===== src/rtl/e203_exu_regfile_mp.sv =====
// e203_exu_regfile_mp: flop-based multi-port GPR file with two write ports,
// optional write-to-read bypass and a per-register long-pipe pending scoreboard.
// Ports:
//   clk, rst_n                : clock, synchronous active-low clear
//   rd_idx / rd_dat / rd_busy : NRD packed read ports (index, data, pending flag)
//   wp0_*                     : ALU/commit write port (wins on collision)
//   wp1_*                     : long-pipe writeback port, also clears pending bit
//   lp_set_ena / lp_set_idx   : mark a long-pipe destination as pending
//   x1_r                      : stored x1, never bypassed
//   sb_any                    : OR of all pending bits
module e203_exu_regfile_mp #(
    parameter int XLEN    = 32,
    parameter int RFIDX_W = 5,
    parameter int NRD     = 2,
    parameter int BYPASS  = 1
) (
    input  logic                   clk,
    input  logic                   rst_n,
    input  logic [NRD*RFIDX_W-1:0] rd_idx,
    output logic [NRD*XLEN-1:0]    rd_dat,
    output logic [NRD-1:0]         rd_busy,
    input  logic                   wp0_ena,
    input  logic [RFIDX_W-1:0]     wp0_idx,
    input  logic [XLEN-1:0]        wp0_dat,
    input  logic                   wp1_ena,
    input  logic [RFIDX_W-1:0]     wp1_idx,
    input  logic [XLEN-1:0]        wp1_dat,
    input  logic                   lp_set_ena,
    input  logic [RFIDX_W-1:0]     lp_set_idx,
    output logic [XLEN-1:0]        x1_r,
    output logic                   sb_any
);

    localparam int NREGS = 2 ** RFIDX_W;

    // x0 has no storage; rf_v presents it as a constant zero entry.
    logic [XLEN-1:0]  rf_q [1:NREGS-1];
    logic [XLEN-1:0]  rf_v [NREGS];
    logic [NREGS-1:0] sb_q;
    logic [NREGS-1:0] sb_nxt;

    always_comb begin
        rf_v[0] = '0;
        for (int i = 1; i < NREGS; i++) begin
            rf_v[i] = rf_q[i];
        end
    end

    // A dispatch on the same index as a writeback clear wins: the register
    // is being reissued to a newer long-pipe op.
    always_comb begin
        sb_nxt    = '0;
        for (int i = 1; i < NREGS; i++) begin
            sb_nxt[i] = (lp_set_ena && (lp_set_idx == RFIDX_W'(i)))
                      | (sb_q[i] && !(wp1_ena && (wp1_idx == RFIDX_W'(i))));
        end
    end

    always_ff @(posedge clk) begin
        if (!rst_n) begin
            for (int i = 1; i < NREGS; i++) begin
                rf_q[i] <= '0;
            end
            sb_q <= '0;
        end else begin
            for (int i = 1; i < NREGS; i++) begin
                if (wp0_ena && (wp0_idx == RFIDX_W'(i))) begin
                    rf_q[i] <= wp0_dat;
                end else if (wp1_ena && (wp1_idx == RFIDX_W'(i))) begin
                    rf_q[i] <= wp1_dat;
                end
            end
            sb_q <= sb_nxt;
        end
    end

    for (genvar k = 0; k < NRD; k++) begin : g_rd
        logic [RFIDX_W-1:0] idx;
        assign idx        = rd_idx[k*RFIDX_W +: RFIDX_W];
        assign rd_busy[k] = sb_q[idx];

        if (BYPASS != 0) begin : g_byp
            always_comb begin
                rd_dat[k*XLEN +: XLEN] = rf_v[idx];
                if (idx == '0) begin
                    rd_dat[k*XLEN +: XLEN] = '0;
                end else if (wp0_ena && (wp0_idx == idx)) begin
                    rd_dat[k*XLEN +: XLEN] = wp0_dat;
                end else if (wp1_ena && (wp1_idx == idx)) begin
                    rd_dat[k*XLEN +: XLEN] = wp1_dat;
                end
            end
        end else begin : g_nobyp
            assign rd_dat[k*XLEN +: XLEN] = rf_v[idx];
        end
    end

    assign x1_r   = rf_q[1];
    assign sb_any = |sb_q;

endmodule

===== config.mk =====
export PLATFORM = sky130hd
export DESIGN_NAME = e203_exu_regfile_mp
export DESIGN_NICKNAME = d
export VERILOG_FILES = /design/src/rtl/e203_exu_regfile_mp.sv
export SDC_FILE = /design/constraint.sdc
export NUM_CORES = 2
export LEC_CHECK = 0
export BUFFER_PORTS_ARGS = -buffer_cell sky130_fd_sc_hd__buf_2
export CAP_MARGIN = 30
export CORE_MARGIN = 2
export CORE_UTILIZATION = 45
export DETAILED_ROUTE_END_ITERATION = 12
export PLACE_DENSITY_LB_ADDON = 0.2
export SLEW_MARGIN = 20
export SYNTH_ARGS = -nofsm -noshare
export SYNTH_HDL_FRONTEND = slang
export SYNTH_SLANG_ARGS = --single-unit

===== constraint.sdc =====
create_clock -name clk -period 4.89 [get_ports clk]
set_input_delay 0 -clock clk [delete_from_list [all_inputs] [get_ports clk]]
set_output_delay 0 -clock clk [all_outputs]
set_load 0.005 [all_outputs]

# Word-level counts from Yosys, hierarchy flattened
# Memory sizes are Yosys's and may differ from the RTL's.
# Cells that the tools add are included.
dict set report op_classes {
  n_lt_le_gt_ge 4
  eq_ne 97
  mux 296
  bitwise 95
  reduce_logical 162
}
# op n
set ops {}
lappend ops {{$mux 32} 72}
lappend ops {{$bmux 32 s5} 2}
lappend ops {{$eq 5x5->1 const B} 48}
lappend ops {{$mux 1} 220}
lappend ops {{$logic_and 1x1->1} 128}
lappend ops {{$eq 5x4->1 const B} 24}
lappend ops {{$or 1x1->1} 93}
lappend ops {{$eq 5x3->1 const B} 12}
lappend ops {{$reduce_or 32->1} 1}
lappend ops {{$logic_not 1->1} 31}
lappend ops {{$eq 5x2->1 const B} 6}
lappend ops {{$eq 5x5->1} 4}
lappend ops {{$eq 5x1->1 const B} 3}
lappend ops {{$ge 6x6->1 const B} 2}
lappend ops {{$lt 5x6->1 const B} 2}
lappend ops {{$not 5->6} 2}
lappend ops {{$bmux 1 s5} 2}
lappend ops {{$logic_not 5->1} 2}
dict set report word_totals {
  register_bits 32
  ram_bits 992
  inputBits 94
  out_inout_bits 99
  word_cells 657
  n_memories 1
}
# name depth width read_ports rd_clocked_by_memory_dff wr line_no
set mem_list {}
lappend mem_list {rf_q 31 32 31 0 31 37} ;# logic [XLEN-1:0] rf_q [1:NREGS-1];

# Depth between registers and ports, before layout
dict set report logic_depth {
  word_depth 7
  depth_mapped 10
  mapped_depth_nobuf 5
}

# Least setup slack after synthesis
# Ideal clock, no wire load.
dict set report synth_timing {
  kind {input-to-reg}
  start {input port wp0_idx[3]}
  end {register, netlist name rf_q[0][864]}
  setup_ps 394
  t_arrival_ps 1701
  required_time_ps 4496
  path_slack_ps 2795
  cell_stages 5
  path_buffers 1
  path_cell_list {clkbuf_1 -> nor2b_1 -> nand3_1 -> o21ai_0 -> nand2b_1}
}
# element line_no
set synth_rtl {}
lappend synth_rtl {{from (decl)} 23} ;# input logic [RFIDX_W-1:0] wp0_idx,

# Worst setup path after layout
dict set report layout_timing {
  start {input port rd_idx[0]}
  end {output port rd_dat[8]}
}
dict set report layout_via {
  elab_chain_len 7
  word_cells_on_any_way 12
  classes_between {2 x eq/ne; 6 x mux; 1 x bitwise; 3 x reduce/logical}
}
# element line_no
set layout_rtl {}
lappend layout_rtl {{from (decl)} 19} ;# input logic [NRD*RFIDX_W-1:0] rd_idx,
lappend layout_rtl {{$not 5->6 (implied by the code)} 84} ;# rd_dat[k*XLEN +: XLEN] = rf_v[idx];
lappend layout_rtl {{$bmux 32 s5} 84}
lappend layout_rtl {{$mux 32 (implied by the code) (2 in series)} 84}
lappend layout_rtl {{$mux 32} 89} ;# end else if (wp1_ena && (wp1_idx == idx)) begin
lappend layout_rtl {{$mux 32} 87} ;# end else if (wp0_ena && (wp0_idx == idx)) begin
lappend layout_rtl {{$mux 32 *} 85} ;# if (idx == '0) begin
lappend layout_rtl {{to (decl)} 20} ;# output logic [NRD*XLEN-1:0] rd_dat,
# Mark *: on every way between the ends. The rest lies on a longest branch, timed or not. The select of a mux whose other input is x is not followed.

==> flow_summary.yaml <==
clock_tree:
  cts_sinks: 1023
  cts_tree: "yes"
  postCtsSetupBuffers: 0
  clock_latency_ns: 0.74
  cts.clk_slew.worst_paths_ns: 0.06
  clock-root-buffer: "clkbuf_16"
  h-tree-depth: 3
  clockBufferDepth: 3
  cts-buffers-inserted: 116
  cts-resized-gates: 0
power:
  p_sw_mw: 6.20
  seqPwrFrac_pct: 46.6
  ir_drop_v: 0.000292
  comb_power_share_pct: 14.8
  finalPower_mw: 22.4
  powerDensity_nw_per_um2: 336
  p_int_mw: 16.2
  p_leak_nw: 22.8
  p_clk_share_pct: 38.6
  p_sw_share_pct: 27.6
worst_hold_path:
  hold_depth: 2
  hp-class: "input port to flip-flop"
placed_design:
  dpl.hpwl_um: 156000
  gp_congestion: 0.950
  port_buffers: 192
detailed_routing:
  wirelength_um: 260000
  ant_nets: 0
  post-route-drc-count: 0
  post_drt_wl_per_cell_um: 42.0
  drt_iter0_markers: 7659
  firstDrtPassIters: 8
  vias: 48206
  viasPerCell: 7.79
grt:
  antenna_found_initial: 29
  grtUsageTotal_pct: 36.8
  grt_start_max_net_pins: 100
  grt_pass1_wl_um: 358000
  grt_overflow_total: 0
  grt_pass1_vias: 46175
floorplanning:
  ios: 193
  core_area_sq_um: 133000
  die_h_um: 370
  rows: 134
  dieArea_sq_um: 137000
  die_w_um: 370
  start_util_pct: 45.3
logic_synthesis:
  syn_avg_cell_area_sq_um: 13.3
  ys_seq_area_share_pct: 50.4
  synth_top_area_share_pct: 49.3
  synth_flop_cell: "edfxtp_1"
  netlist_instances: 4529
  async_flop_share_pct: 0
  netlist_area_sq_um: 60400
  synth_warnings: 0
  synthDistinctLibCells: 46
  synth_nets: 4623
  yosys-top-cells-area: "edfxtp_1 (49%), a22o_1 (14%), mux4_2 (11%)"
  ys_ff_latch: 1023
  synth_edf_count: 992
  yosysTopAreaCell: "edfxtp_1"
worst_setup_path:
  rrSetupSlack_ns: 3.07
  worstRegToRegCells: 4
  critical_path.endpoint_type: "output pin"
  crit_required_ns: 4.89
  crit_type: "input port to output pin"
  critPathMaxFanout: 55
  cp_slowest_cell: "a211oi_1"
  worstPathCellList: "buf_8 -> buf_4 -> mux4_2 -> mux2_2 -> a211oi_1 -> o41ai_1 -> buf_4 -> buf_2"
  slowest_delay_ns: 0.85
  crit_path_frequent_cell: "buf_4"
  cp-start-kind: "input port"
  cp_data_arrival_time_ns: 3.59
sta:
  relSlewSlack_pct: 22.8
  finClkSkew_ns: 0
  setup_viol: 0
  fin_crit_ns: 3.59
  max_slew.worst_pin.slew_ns: 1.15
  slew_viol_final: 0
  fin_tns_setup_ns: 0
  hold_viol: 0
  min_period_over_period_pct: 73.3
  rsz0062_at_grt: "false"
  fmax_mhz: 279
final_layout:
  drive_gt1_share_pct: 25.0
  area_growth_pct: 10.6
  finalNetCount: 4410
outcome:
  status: "finished, final reports clean"
flow_run:
  maxCapViolCount: 0
==> area by class of cell <==
type                            count  area, sq um
Multi-Input combinational cell   2760        27400
Fill cell                       11332        66500
Timing Repair Buffer              415         3100
Antenna cell                       14         35.0
Clock inverter                     64          593
Tap cell                         1768         2210
Clock buffer                      142         3040
Sequential cell                  1023        30400
==> logic make-up after synthesis <==
| kind of cell | count (synthesis) | share of synthesized area, % |
|---|---|---|
| AND/OR/NAND/NOR | 433 | 3.74 |
| XOR/XNOR | 20 | 0.290 |
| buffers and inverters | 746 | 5.39 |
| flip-flops | 1023 | 50.4 |
| AO/OA/AOI/OAI | 1561 | 21.3 |
| multiplexers | 746 | 18.9 |
==> routing by layer <==
layer,vias up,global-route usage (%),routed length (um)
li1,18434,-,-
met1,24465,47.8,92800
met2,4355,55.2,115000
met3,936,11.1,36000
met4,16,20.0,15500
met5,-,0,130
==> state kept, by name, indices dropped and copies added (netlist names) <==
signal	cells
rf_q	992
sb_q	31
==> worst max-delay path: cells and delay by family <==
family	cells	cell delay, ns
multiplexers	2	0.86
buffers and inverters	4	1.57
AO/OA/AOI/OAI	2	1.08
==> cells in the mapped netlist (5+ instances only) <==
library cell and instances:
a21oi_1 17, o21ai_0 30, a22oi_1 42, a32oi_1 49, edfxtp_1 992, nand3_1 7, mux2i_1 316, buf_4 84
o22ai_1 209, nor2b_1 76, xnor2_1 8, a221oi_1 64, nor3_1 104, dfxtp_1 31, a22o_1 994, xor2_1 12
a211oi_1 47, a221o_1 37, clkbuf_1 514, nor2_1 79, o21bai_1 12, nand2_1 55, o31ai_1 6, nor4_1 26
mux4_2 302, and3_1 13, buf_1 79, mux2_2 128, buf_6 8, buf_2 60, nand3b_1 5, nand2b_1 47
o41ai_1 45
==> worst paths after layout <==
path / start / end
min: wp0_dat[10] / rf_q[0][778]$_DFFE_PP_
min reg2reg: sb_q[13]$_SDFF_PN0_ / sb_q[13]$_SDFF_PN0_
max: rd_idx[0] / rd_dat[8]
max reg2reg: sb_q[3]$_SDFF_PN0_ / sb_q[3]$_SDFF_PN0_
==> metrics by stage <==
stage	utilization (%)	area, sq um	hold WS, ns	instances	setup WS [ns]
after CTS	50.0	66600	0.00138	6163	1.42
after global routing	50.1	66800	0.0605	6184	1.21
final	50.1	66800	0.0401	6186	1.30
after global placement	46.8	62400	0.474	5913	1.05
after detailed placement	47.1	62800	0.489	5935	1.45
after floorplan	-	60400	0.293	4529	2.79
==> layout by cell type (no fill, tap or decap), types with 31 or more instances in the layout <==
cell type    n
a211oi_1    47
a221o_1     37
a221oi_1    64
a22o_1     994
a22oi_1     42
a32oi_1     49
buf_2      194
buf_4      163
clkbuf_16  118
dfxtp_1     31
edfxtp_1   992
mux2_2     128
mux2i_1    316
mux4_2     302
nand2_1     53
nand2b_2    35
nor2_4      59
nor2b_1     73
nor3_1     102
o22ai_1    209
o41ai_1     42
==> power by group through the flow <==
stage / logic (mW) / clock network, mW / registers [mW]
finish: 3.31 / 8.67 / 10.5
global route: 3.37 / 8.96 / 10.5
detailed placement: 3.17 / 0 / 10.6
floorplan: 1.95 / 0 / 10.5
CTS: 3.19 / 8.64 / 10.4
global placement: 3.13 / 0 / 10.6
==> timing repair <==
action                     4_1_cts  5_1_grt
setup endpoints to repair        0        0
hold buffers                    22        0
hold endpoints to repair        62        0
Power figures use the tool's default switching activity.
